### src/rtl/mul_pkg.sv
// mul_pkg: shared constants, state encodings and Booth-step decode for mul_booth32.
//   WIDTH  - operand width (only 32 supported)
//   STEPS  - Booth steps per multiplication
//   S_*    - FSM state encodings
package mul_pkg;
    localparam int WIDTH = 32;
    localparam int STEPS = 32;
    localparam logic [1:0] S_IDLE = 2'b00;
    localparam logic [1:0] S_EXEC = 2'b01;
    localparam logic [1:0] S_DONE = 2'b10;
    typedef enum logic [1:0] {BOOTH_NOP, BOOTH_ADD, BOOTH_SUB} booth_op_e;
    // {x0, x_prev}: 01 -> add, 10 -> subtract, 00/11 -> pass through
    function automatic booth_op_e booth_sel(input logic x0, input logic x_prev);
        return (x0 == x_prev) ? BOOTH_NOP : (x_prev ? BOOTH_ADD : BOOTH_SUB);
    endfunction
endpackage

### src/rtl/cla32_ov.sv
// cla32_ov: 32-bit carry-lookahead adder exposing carry-out and carry-into-msb.
//   a, b    - addends
//   ci      - carry in
//   s       - sum
//   co      - carry out of bit 31
//   co_prev - carry into bit 31 (co ^ co_prev flags signed overflow)
module cla32_ov (
    input  logic [31:0] a,
    input  logic [31:0] b,
    input  logic        ci,
    output logic [31:0] s,
    output logic        co,
    output logic        co_prev
);
    logic [31:0] g;
    logic [31:0] p;
    logic [32:0] c;
    logic        gr;
    logic        pr;
    logic        cg;
    assign g = a & b;
    assign p = a ^ b;
    // 4-bit lookahead groups: every carry inside a group is formed from the
    // group's prefix generate/propagate and the group carry-in only.
    always_comb begin
        c  = '0;
        gr = 1'b0;
        pr = 1'b1;
        cg = ci;
        c[0] = ci;
        for (int k = 0; k < 8; k++) begin
            gr = 1'b0;
            pr = 1'b1;
            for (int j = 0; j < 4; j++) begin
                gr = g[4*k+j] | (p[4*k+j] & gr);
                pr = p[4*k+j] & pr;
                c[4*k+j+1] = gr | (pr & cg);
            end
            cg = c[4*k+4];
        end
    end
    assign s       = p ^ c[31:0];
    assign co      = c[32];
    assign co_prev = c[31];
endmodule

### src/rtl/mul_booth32.sv
// mul_booth32: sequential radix-2 Booth signed multiplier, one step per clock.
//   clk, reset    - clock and synchronous active-high reset
//   multiplicand  - signed operand M, sampled when a start is accepted
//   multiplier    - signed operand Q, sampled when a start is accepted
//   op_start      - begin a multiplication (honoured only in IDLE)
//   op_clear      - abort/acknowledge, returns to IDLE
//   op_done       - registered, high while the product is held
//   result        - signed 64-bit product {U,V}
module mul_booth32 #(
    parameter int WIDTH = mul_pkg::WIDTH
) (
    input  logic                 clk,
    input  logic                 reset,
    input  logic [WIDTH-1:0]     multiplicand,
    input  logic [WIDTH-1:0]     multiplier,
    input  logic                 op_start,
    input  logic                 op_clear,
    output logic                 op_done,
    output logic [2*WIDTH-1:0]   result
);
    import mul_pkg::*;
    logic [1:0]       state_q, state_d;
    logic [WIDTH-1:0] u_q, u_d;
    logic [WIDTH-1:0] v_q, v_d;
    logic [WIDTH-1:0] x_q, x_d;
    logic [WIDTH-1:0] m_q, m_d;
    logic             xp_q, xp_d;
    logic [4:0]       cnt_q, cnt_d;
    logic             done_q, done_d;
    booth_op_e        op;
    logic [WIDTH-1:0] add_b;
    logic [WIDTH-1:0] sum;
    logic             co;
    logic             co_prev;
    logic             sign;
    assign op    = booth_sel(x_q[0], xp_q);
    assign add_b = (op == BOOTH_ADD) ? m_q : (op == BOOTH_SUB) ? ~m_q : '0;
    cla32_ov u_add (
        .a       (u_q),
        .b       (add_b),
        .ci      (op == BOOTH_SUB),
        .s       (sum),
        .co      (co),
        .co_prev (co_prev)
    );
    // True sign of the 33-bit add/sub result, so overflow (e.g. M = -2^31) shifts in correctly
    assign sign = sum[WIDTH-1] ^ (co_prev ^ co);
    always_comb begin
        state_d = state_q;
        u_d     = u_q;
        v_d     = v_q;
        x_d     = x_q;
        m_d     = m_q;
        xp_d    = xp_q;
        cnt_d   = cnt_q;
        done_d  = done_q;
        if (op_clear) begin
            state_d = S_IDLE;
            u_d     = '0;
            v_d     = '0;
            cnt_d   = '0;
            done_d  = 1'b0;
        end else if (state_q == S_IDLE && op_start) begin
            state_d = S_EXEC;
            u_d     = '0;
            v_d     = '0;
            x_d     = multiplier;
            m_d     = multiplicand;
            xp_d    = 1'b0;
            cnt_d   = '0;
        end else if (state_q == S_EXEC) begin
            {u_d, v_d} = {sign, sum, v_q[WIDTH-1:1]};
            xp_d       = x_q[0];
            x_d        = x_q >> 1;
            cnt_d      = cnt_q + 5'd1;
            state_d    = (cnt_q == 5'(STEPS - 1)) ? S_DONE : S_EXEC;
            done_d     = (cnt_q == 5'(STEPS - 1));
        end
    end
    always_ff @(posedge clk) begin
        if (reset) begin
            state_q <= S_IDLE;
            u_q     <= '0;
            v_q     <= '0;
            x_q     <= '0;
            m_q     <= '0;
            xp_q    <= 1'b0;
            cnt_q   <= '0;
            done_q  <= 1'b0;
        end else begin
            state_q <= state_d;
            u_q     <= u_d;
            v_q     <= v_d;
            x_q     <= x_d;
            m_q     <= m_d;
            xp_q    <= xp_d;
            cnt_q   <= cnt_d;
            done_q  <= done_d;
        end
    end
    assign op_done = done_q;
    assign result  = {u_q, v_q};
endmodule

### config.mk
export PLATFORM = sky130hd
export DESIGN_NAME = mul_booth32
export DESIGN_NICKNAME = d
export VERILOG_FILES = /design/src/rtl/mul_pkg.sv /design/src/rtl/cla32_ov.sv /design/src/rtl/mul_booth32.sv
export SDC_FILE = /design/constraint.sdc
export NUM_CORES = 1
export LEC_CHECK = 0
export BUFFER_PORTS_ARGS = -buffer_cell sky130_fd_sc_hd__buf_4
export CORE_MARGIN = 3
export CORE_UTILIZATION = 58
export DETAILED_ROUTE_END_ITERATION = 10
export GPL_TIMING_DRIVEN = 0
export PLACE_DENSITY = 0.92
export SKIP_LAST_GASP = 1
export SLEW_MARGIN = 15
export SYNTH_ARGS = -nofsm -noshare
export SYNTH_HDL_FRONTEND = slang
export SYNTH_SLANG_ARGS = --single-unit
### constraint.sdc
create_clock -name clk -period 8.9 [get_ports clk]
set_input_delay 1.335 -clock clk [delete_from_list [all_inputs] [get_ports clk]]
set_output_delay 1.335 -clock clk [all_outputs]
set_load 0.01 [all_outputs]
==> run summary <==
=================================================================================
Largest clock skew in the final design                                    10.1 ps
Power density over cell area                                           182 nW/um2
Run status                                                           finished clean
Total wirelength of the detailed-routed design                           19300 um
Worst vdd rail ir drop                                                   0.153 mV
Die X-Extent                                                               116 um
Yosys Warn Count                                                                0
Die Area                                                                13300 um2
Final setup margin                                                        4670 ps
Longest individual stage delay on the worst path                           440 ps
Non-filler instance count after layout                                       1214
Number of global-route vias before repair                                    6736
Final setup violation count                                                     0
Worst Reg-to-Reg Cells                                                         16
Antenna cells                                                                   0
Bufs on Longest Clock Path                                                      2
Cts bufs inserted                                                              17
Startpoint types                                                             flop
Power share of the combinational group                                      10.8%
Port Buffer Count                                                             131
Post-CTS Setup Inserts                                                          0
Drt wl/cell                                                               15.9 um
Portion of the post-synthesis area used by sequential elements              39.4%
Std cell rows                                                                  39
Part of the power in registers                                              40.5%
Wire length of the first global-routing pass                             31800 um
Detail Route Antenna Nets                                                       0
DP Wirelength                                                            13600 um
Placed cell count                                                            1182
Average via count per standard cell                                          5.75
Max Slew Vio Count                                                              0
Worst slew margin relative to its limit                                     32.4%
Clock root cell                                                         clkbuf_16
Final worst path period need                                              4230 ps
Final Hold Vio Count                                                            0
Syn Std Cell Area                                                        6950 um2
Maximum Capacitance Violations                                                  0
Leakage                                                                   3.53 nW
Worst min-delay path class                                           flop to flop
Hold-fix buffer count after cts                                                 0
GP Congestion                                                               0.914
Start point of the worst hold path                                         v_q[0]
Type of the worst setup path                                         flop to flop
Setup slack at placement                                                  4810 ps
Effective utilization at floorplan                                          60.1%
Largest delay share family, worst path                               compound AO/OA/AOI/OAI gates
Number of cells produced by synthesis                                         908
Arrival time reported for the critical path endpoint                      4580 ps
Seq cells post-synth                                                          137
Number of detailed-route iterations in the first pass                           7
# clock sinks                                                                 137
DRC violations left                                                             0
Max FO, Critical Path                                                          10
DR iter-0 viols                                                               601
Fraction of final layout cells with drive strength greater than 1           16.2%
Post-synthesis average cell area                                         7.66 um2
Overall fraction of global-route tracks in use                              30.0%
H-Tree Level Count                                                              4
Pin count of the biggest net entering global routing                           17
Die boundary height                                                        116 um
Distinct cells, synth                                                          41
Antenna violations before repair                                                0
RSZ-0062 raised after global routing                                           no
Core region area                                                        11600 um2
Core occupancy in the finished layout                                       75.9%
Min Hold Slack                                                             464 ps
PostCTS Resize Cnt                                                              0
Worst r2r src                                                                xp_q
Slowest CP cell                                                              fa_1
Area growth from synthesis to final layout                                  26.2%
Fraction of synthesis flops using an asynchronous set or reset pin             0%
Crit Reg-Reg Endpoint                                                     u_q[27]
Data required time of the worst path                                      9240 ps
Hold Crit Depth                                                                 2
Transition time at the pin with the least slew margin                     1010 ps
Worst Hold Path EP                                                         v_q[0]
Dominant register cell in the synthesized netlist                         dfxtp_1
Final layout net count                                                       1168
Count of flip-flops with a built-in enable after synthesis                      0
Count of boundary I/O pins                                                    133
Sw frac                                                                     24.4%
Max Fclk                                                                  236 MHz
Capturing element type of the critical path                                  flop
Internal power summed over all cells                                    0.00121 W
Filler Cells Inserted                                                         835
Post-Synthesis Net Count                                                     1018
Final TNS setup                                                              0 ps
Clock tree from TritonCTS                                                    done
Reg2reg setup slack                                                       4670 ps
Worst-skew pair later-pin latency                                          430 ps
Reg clk slew, reported paths                                                60 ps
Critical-path cell list                                              clkbuf_1 -> clkbuf_1 -> nand2_1 -> o21ai_0 -> ha_1 -> a21oi_1 -> o21ai_0 -> a211oi_2 -> a21boi_2 -> o21ai_1 -> nand2_1 -> inv_1 -> o21ai_1 -> a21oi_1 -> fa_1 -> a211oi_1
GRT Residual Overflow                                                           0
Buffering stage count on the worst path with inverters included                 3
Net switching power figure                                             0.000390 W
Final worst-path cycle share                                                47.6%
Vias post-DR                                                                 6975
Clock network fraction of total power                                       48.7%
=================================================================================
-- flip-flops by register name, summed over array words and instances, names as in the netlist --
register	flops
xp_q	1
state_q	2
op_done	1
cnt_q	5
x_q	32
m_q	32
v_q	32
u_q	32
-- worst max path at each step --
stage          from      end  slack (ps)  depth (start not counted)
3_3_place_gp   xp_q  u_q[27]        4910                         16
6_report       xp_q  u_q[27]        4670                         16
3_5_place_dp   xp_q  u_q[27]        4810                         16
2_1_floorplan  xp_q  u_q[27]        5530                         16
5_1_grt        xp_q  u_q[28]        4230                         18
4_1_cts        xp_q  u_q[27]        4780                         16
-- cells in the final DEF (no fill, tap or decap), types with 12 or more instances in the layout --
master,count
o21ai_0,43
inv_1,19
clkbuf_16,17
ha_1,34
nor2_1,85
dfxtp_1,137
buf_4,131
clkbuf_1,53
xnor2_1,12
mux2i_1,35
a211oi_1,42
a21oi_1,107
nand2_1,243
-- synthesized netlist by cell type, types with 2 or more instances --
cell,count,area [um2]
nor2b_1,3,18.8
a31oi_1,2,12.5
and3_1,2,12.5
buf_2,6,30.0
ha_1,34,425
o21a_1,5,37.5
a211oi_2,3,37.5
o21ai_0,43,215
o31ai_1,2,15.0
inv_1,19,71.3
nand2_1,243,912
dfxtp_1,137,2740
clkbuf_1,53,199
or3_1,3,18.8
xor2_1,9,78.8
nor3_1,8,40.0
nand2b_1,5,31.3
a21o_1,8,60.1
o21ai_1,4,20.0
mux2i_1,35,350
nand3_1,9,45.0
nor2_1,85,319
fa_1,8,160
buf_1,4,15.0
xnor2_1,12,105
nand4_1,4,25.0
a211oi_1,42,315
a21oi_1,107,536
-- worst min-delay path, stage by stage (launching register included) --
cell and delay (ps):
dfxtp_1 310, nand2_1 50, a21oi_1 50
-- through the flow --
step                      cell area [um2]  total power, W
after detailed placement             8120        0.000825
final                                8770         0.00160
after floorplan                      6950        0.000765
after global routing                 8770         0.00165
after CTS                            8770         0.00159
after global placement               8120        0.000818
-- power groups by stage --
stage | logic [W] | clock network (W) | registers, W
final | 0.000173 | 0.000777 | 0.000647
after global routing | 0.000191 | 0.000808 | 0.000649
after CTS | 0.000170 | 0.000778 | 0.000646
after detailed placement | 0.000166 | 0 | 0.000659
after global placement | 0.000160 | 0 | 0.000658
after floorplan | 0.000109 | 0 | 0.000656
-- final cells by class --
type	instances	area (um2)	share of cell area, %
sequential	137	2740	31.3
inverter	19	71.3	0.813
clock buffer	22	494	5.63
buffer	63	244	2.78
tap	143	179	2.04
multi-input combinational	689	3900	44.4
timing repair buffer	131	983	11.2
clock inverter	10	164	1.87
-- kinds of logic after synthesis --
group / after synthesis / share of synthesized area (%)
AOI/OAI and AO/OA: 223 / 18.8
DFF: 137 / 39.4
buffers and inverters: 82 / 4.53
adders and majority gates: 42 / 8.42
muxes: 35 / 5.04
xor gates and xnor gates: 21 / 2.64
and+or+nand+nor: 368 / 21.1
-- metal layers --
layer | track usage (%) | vias up | share of wire, %
met1 | 37.8 | 3220 | 41
met5 | 0 | - | 0
li1 | - | 3367 | -
met3 | 6.53 | 52 | 8.4
met2 | 50.2 | 336 | 48
met4 | 12.1 | 0 | 2.5
Note: power is estimated with default switching activity, not from simulation.
